## src/rtl/ahb_pkg.sv

```systemverilog
// Shared AHB-Lite encodings for the 2-master/3-slave matrix.
// Transfer types, responses, slave indices and the address map.
package ahb_pkg;

    localparam logic [1:0] HTRANS_IDLE   = 2'b00;
    localparam logic [1:0] HTRANS_BUSY   = 2'b01;
    localparam logic [1:0] HTRANS_NONSEQ = 2'b10;
    localparam logic [1:0] HTRANS_SEQ    = 2'b11;

    localparam logic HRESP_OKAY  = 1'b0;
    localparam logic HRESP_ERROR = 1'b1;

    typedef enum logic [1:0] {
        SLV_G,
        SLV_T,
        SLV_R,
        SLV_DEF
    } slv_idx_e;

    localparam logic [3:0] ADDR_NIB_G = 4'h0;
    localparam logic [3:0] ADDR_NIB_T = 4'h1;
    localparam logic [3:0] ADDR_NIB_R = 4'h2;

    typedef enum logic [1:0] {
        DS_IDLE,
        DS_ERR1,
        DS_ERR2
    } def_state_e;

    function automatic logic htrans_active(input logic [1:0] t);
        return (t == HTRANS_NONSEQ) || (t == HTRANS_SEQ);
    endfunction

endpackage

```

## src/rtl/ahb_default_slave.sv

```systemverilog
// Default slave: two-cycle ERROR response for unmapped transfers.
// sel_dp pulses on the edge that hands it a data phase.
module ahb_default_slave
    import ahb_pkg::*;
(
    input  logic HCLK,
    input  logic HRESETn,
    input  logic sel_dp,
    output logic hreadyout,
    output logic hresp
);

    def_state_e state, state_nx;

    // State register
    always_ff @(posedge HCLK or negedge HRESETn) begin
        if (!HRESETn) state <= DS_IDLE;
        else          state <= state_nx;
    end

    // Next state and response outputs
    always_comb begin
        state_nx  = state;
        hreadyout = 1'b1;
        hresp     = HRESP_OKAY;
        case (state)
            DS_IDLE: begin
                if (sel_dp) state_nx = DS_ERR1;
            end
            DS_ERR1: begin
                hreadyout = 1'b0;
                hresp     = HRESP_ERROR;
                state_nx  = DS_ERR2;
            end
            DS_ERR2: begin
                hresp    = HRESP_ERROR;
                state_nx = sel_dp ? DS_ERR1 : DS_IDLE;
            end
            default: state_nx = DS_IDLE;
        endcase
    end

endmodule

```

## src/rtl/ahb_resp_mux.sv

```systemverilog
// Return-path mux for one master port: registers the address-phase
// select into the data phase and routes the owning slave back.
module ahb_resp_mux
    import ahb_pkg::*;
#(
    parameter int                 DATA_W    = 32,
    parameter logic [DATA_W-1:0]  DEF_RDATA = '0
) (
    input  logic              HCLK,
    input  logic              HRESETn,
    input  logic              HSEL_G,
    input  logic              HSEL_T,
    input  logic              HSEL_R,
    input  logic [1:0]        HTRANS,
    input  logic [DATA_W-1:0] HRDATA_G,
    input  logic [DATA_W-1:0] HRDATA_T,
    input  logic [DATA_W-1:0] HRDATA_R,
    input  logic              HREADYOUT_G,
    input  logic              HREADYOUT_T,
    input  logic              HREADYOUT_R,
    input  logic              HRESP_G,
    input  logic              HRESP_T,
    input  logic              HRESP_R,
    output logic [DATA_W-1:0] HRDATA,
    output logic              HREADY,
    output logic              HRESP
);

    logic [3:0] dsel;
    logic [3:0] dsel_nx;
    logic       load_def;
    logic       def_ready;
    logic       def_resp;

    // Address-phase owner; G>T>R only matters for illegal multi-select
    always_comb begin
        dsel_nx = '0;
        if (HSEL_G)                     dsel_nx[SLV_G]   = 1'b1;
        else if (HSEL_T)                dsel_nx[SLV_T]   = 1'b1;
        else if (HSEL_R)                dsel_nx[SLV_R]   = 1'b1;
        else if (htrans_active(HTRANS)) dsel_nx[SLV_DEF] = 1'b1;
    end

    assign load_def = HREADY & dsel_nx[SLV_DEF];

    // Data-phase owner advances only when the current data phase completes
    always_ff @(posedge HCLK or negedge HRESETn) begin
        if (!HRESETn)    dsel <= '0;
        else if (HREADY) dsel <= dsel_nx;
    end

    ahb_default_slave u_def (
        .HCLK      (HCLK),
        .HRESETn   (HRESETn),
        .sel_dp    (load_def),
        .hreadyout (def_ready),
        .hresp     (def_resp)
    );

    // Response mux; no owner means a zero-wait OKAY
    always_comb begin
        HRDATA = DEF_RDATA;
        HREADY = 1'b1;
        HRESP  = HRESP_OKAY;
        unique case (1'b1)
            dsel[SLV_G]: begin
                HRDATA = HRDATA_G;
                HREADY = HREADYOUT_G;
                HRESP  = HRESP_G;
            end
            dsel[SLV_T]: begin
                HRDATA = HRDATA_T;
                HREADY = HREADYOUT_T;
                HRESP  = HRESP_T;
            end
            dsel[SLV_R]: begin
                HRDATA = HRDATA_R;
                HREADY = HREADYOUT_R;
                HRESP  = HRESP_R;
            end
            dsel[SLV_DEF]: begin
                HREADY = def_ready;
                HRESP  = def_resp;
            end
            default: ;
        endcase
    end

endmodule

```

## config.mk

```make
export PLATFORM = sky130hd
export DESIGN_NAME = ahb_resp_mux
export DESIGN_NICKNAME = d
export VERILOG_FILES = /design/src/rtl/ahb_pkg.sv /design/src/rtl/ahb_default_slave.sv /design/src/rtl/ahb_resp_mux.sv
export SDC_FILE = /design/constraint.sdc
export NUM_CORES = 1
export LEC_CHECK = 0
export ABC_CLOCK_PERIOD_IN_PS = 1800
export CELL_PAD_IN_SITES_DETAIL_PLACEMENT = 1
export CELL_PAD_IN_SITES_GLOBAL_PLACEMENT = 1
export CORE_MARGIN = 2
export CORE_UTILIZATION = 13
export CTS_BUF_LIST = sky130_fd_sc_hd__clkbuf_16
export DETAILED_ROUTE_END_ITERATION = 10
export PLACE_DENSITY = 0.9
export SLEW_MARGIN = 20
export SYNTH_ARGS = -nofsm -noshare
export SYNTH_HDL_FRONTEND = slang
export SYNTH_SLANG_ARGS = --single-unit
```

## constraint.sdc

```tcl
create_clock -name HCLK -period 1.8 [get_ports HCLK]
set_input_delay 0.36 -clock HCLK [delete_from_list [all_inputs] [get_ports HCLK]]
set_output_delay 0.36 -clock HCLK [all_outputs]
set_load 0.005 [all_outputs]
```

==> out/summary.log <==
INFO  worst_setup_path crit_path_required_time=1.44ns
INFO  synthesis      post-synth-top-area-fraction=0.355
INFO  worst_setup_path r2r_slack=0.11ns
INFO  run_status     outcome=finished, violations left
INFO  synthesis      synth_top_cells_by_area=a222oi_1 (36%), dfrtp_1 (17%), inv_1 (15%)
INFO  synthesis      ys_async_sr_fraction=1.00
INFO  final_layout   final_cells=355
INFO  timing         setup_ws=-0.0622ns
INFO  timing         rsz0062_at_grt=yes
INFO  global_routing number_of_antenna_violations_at_the_first_check_in_global_routing=0
INFO  worst_setup_path worst_ep_arrival_time=1.50ns
INFO  final_layout   antenna_cells=0
INFO  power_and_ir_drop power.density=1170mW/mm²
INFO  timing         timing.fmax=537MHz
INFO  worst_setup_path r2r-end=u_def.state[1]$_DFFE_PN0P_
INFO  floorplan      die_area=0.00762mm²
INFO  worst_setup_path critical_path.max_fanout=5
INFO  route          wl_per_cell=19.0µm
INFO  global_routing grt.met1_usage=0.144
INFO  route          drt_first_iter_violations=125
INFO  timing         finalSetupViolCount=21
INFO  synthesis      dominant_combinational_cell_family_by_area_after_synthesis=compound AO/OA/AOI/OAI gates
INFO  worst_setup_path reg2reg_depth=4
INFO  global_routing grt.total_usage=0.153
INFO  synthesis      postSynth.topFlopCell=dfrtp_1
INFO  timing         fin_crit_sh=1.03
INFO  worst_setup_path end_point_of_the_critical_path=HRDATA[1]
INFO  synthesis      yosys.area.top_type=a222oi_1
INFO  route          drcViolationCount=0
INFO  route          totalWireLength=6750µm
INFO  route          num_vias=1733
INFO  floorplan      chipHeight=87.3µm
INFO  worst_setup_path worst_setup_path_start_kind=flip-flop
INFO  min_path       worst_hold_path_type=in -> async
INFO  worst_setup_path critPathLaunch=dsel[1]$_DFFE_PN0P_
INFO  floorplan      die_w=87.3µm
INFO  global_routing grt-busiest-layer=met2
INFO  worst_setup_path worstReg2RegStart=dsel[1]$_DFFE_PN0P_
INFO  synthesis      ys_seq_area_frac=0.166
INFO  power_and_ir_drop peakVddDrop=0.000412V
INFO  clock_network  cts_tree=done
INFO  synthesis      post_synth.cell_area_avg=7.84µm²
INFO  clock_network  cts_buf_count=3
INFO  synthesis      muxShareOfSynthArea=0.0250
INFO  final_layout   final_layout_size_suffix_gt1_frac=0.247
INFO  placed_design  detailedPlace.worstSlack=-0.260ns
INFO  floorplan      initial_cell_density_of_the_core=0.134
INFO  timing         report.final.hold_viol_count=0
INFO  floorplan      row_count=30
INFO  timing         timing.clock.skew=0.00553ns
INFO  synthesis      synth-adder-area-share=0.0555
INFO  global_routing grt_first_pass_wirelength=8940µm
INFO  synthesis      syn_nets=228
INFO  timing         timing.setup.tns=-0.708ns
INFO  timing         worst_hold_margin=0.380ns
INFO  worst_setup_path criticalPathCategory=reg -> out
INFO  floorplan      placeableCoreArea=0.00676mm²
INFO  clock_network  path_clk_slew=0.04ns
INFO  run_status     violated_checks=setup timing
INFO  floorplan      io_pins=143
INFO  global_routing grt_start_max_net_pins=36
INFO  timing         finalMaxSlewViolations=0
INFO  synthesis      post_synth_xor_area_fraction=0
INFO  final_layout   net_count_final=390
INFO  run            maxCapViolations=0
INFO  synthesis      synth_cells=115
INFO  synthesis      postSynthRegisterBits=6
INFO  clock_network  h-tree-depth=1
INFO  placed_design  hpwlAfterDp=4570µm
INFO  synthesis      synth_compound_gate_area_share=0.448
INFO  global_routing groute.layer.met2.usage=0.327
INFO  route          final_antenna_net_count=0
INFO  placed_design  io_buffers=141
INFO  synthesis      yosys.area_share.simple=0.0957
INFO  power_and_ir_drop total_leakage_power=1.29nW
INFO  clock_network  insertion_delay=0.23ns
INFO  global_routing gr-usage-met3=0.0313
INFO  final_layout   layout.cell_area.non_filler=0.00269mm²
INFO  timing         max_slew.worst_pin.slew=0.369ns
INFO  synthesis      yosys_warnings=0
INFO  route          post_drt_via_cell_ratio=4.88
INFO  placed_design  placed_cells_incl_taps=338
INFO  clock_network  clockBufferDepth=2
INFO  global_routing grt_pass1_vias=1874
INFO  synthesis      synthMostInstantiatedCell=inv_1
INFO  synthesis      netlist_top_cells_count=inv_1 (36), a222oi_1 (32), clkbuf_1 (10)
INFO  placed_design  gp_routability_congestion=0.742
INFO  timing         slew-limit-headroom=0.754
INFO  synthesis      post_synth_edffs=0
INFO  clock_network  clock_sink_count=6
INFO  synthesis      yosys.cell_types.count=26
INFO  synthesis      post_synth_instance_area=902µm²
INFO  global_routing grt_overflow_total=0
INFO  timing         finalWorstPathRequiredPeriod=1.86ns
INFO  clock_network  root_buffer=clkbuf_16
INFO  worst_setup_path critPathCaptureType=primary output
INFO  route          drtPass1Iterations=8
INFO  placed_design  detailed_place.area=0.00246mm²
INFO  final_layout   synthToLayoutAreaGrowth=198%
## kinds of logic (layout without fill, tap and decap cells)
kind of cell	after synthesis	in the layout
AO/OA/AOI/OAI	42	42
AND/OR/NAND/NOR	13	13
buffers and inverters	48	208
flip-flops	6	6
adder cells (fa/ha/maj)	4	4
multiplexers	2	2
## what timing repair did
item                                    in CTS  in global routing
endpoints found under the setup margin      34                 35
pin swaps                                   12                 22
hold buffers                                 0                  0
resized for setup                           64                 47
cloned                                       2                  4
buffers inserted                             2                  8
## metal layers
metal  up-vias  wire, µm
met1       841      2430
met4         0        45
met5         -         0
met2        98      3790
met3         4       481
li1        790         -
## power breakdown
part | total (mW) | switching (mW) | leakage (nW) | internal (mW)
logic | 2.53 | 1.11 | 1.17 | 1.42
registers | 0.267 | 0.0741 | 0.0743 | 0.193
clock network | 0.368 | 0.0819 | 0.0370 | 0.286
total | 3.16 | 1.26 | 1.29 | 1.90
## worst min path at each step
stage	end	cells past startpoint	start	slack [ns]
after floorplan	dsel[0]$_DFFE_PN0P_	0	HRESETn	0.06
after global placement	u_def.state[0]$_DFFE_PN0P_	2	u_def.state[0]$_DFFE_PN0P_	0.58
after detailed placement	u_def.state[0]$_DFFE_PN0P_	2	u_def.state[0]$_DFFE_PN0P_	0.59
after CTS	dsel[1]$_DFFE_PN0P_	1	HRESETn	0.39
after global routing	u_def.state[0]$_DFFE_PN0P_	1	HRESETn	0.41
final	dsel[3]$_DFFE_PN0P_	1	HRESETn	0.38
## critical path: stages (launching register included)
cell	delay, ns
dfrtp_2	0.44
buf_6	0.14
clkbuf_16	0.15
a222oi_1	0.34
inv_1	0.08
clkbuf_2	0.12
## registers in the layout (all words and copies together) (netlist names)
signal and cells:
dsel 4, u_def.state 2
## cell type report
type	instances	area, µm²
timing repair buffer	169	1620
clock buffer	3	75.1
tap	80	100
multi-input combinational	61	606
sequential	6	154
inverter	36	135
fill	794	4070
## metrics by stage
stage,total power [mW],utilization
2_1_floorplan,1.19,-
3_3_place_gp,2.46,0.365
3_5_place_dp,2.53,0.365
4_1_cts,3.14,0.394
5_1_grt,3.41,0.398
6_report,3.16,0.398
## cells in the final DEF (no fill, tap or decap), types with 2 or more instances in the layout
master	n
a222oi_1	32
a22oi_2	2
buf_12	2
buf_2	6
buf_4	14
buf_6	9
clkbuf_16	5
clkbuf_2	18
clkdlybuf4s15_1	8
clkdlybuf4s50_1	107
dfrtp_1	3
dfrtp_2	3
dlymetal6s2s_1	2
ha_1	3
inv_1	35
mux2_2	2
nand2_1	3
o2bb2ai_1	2
No activity file was read; power rests on OpenSTA's default activity.
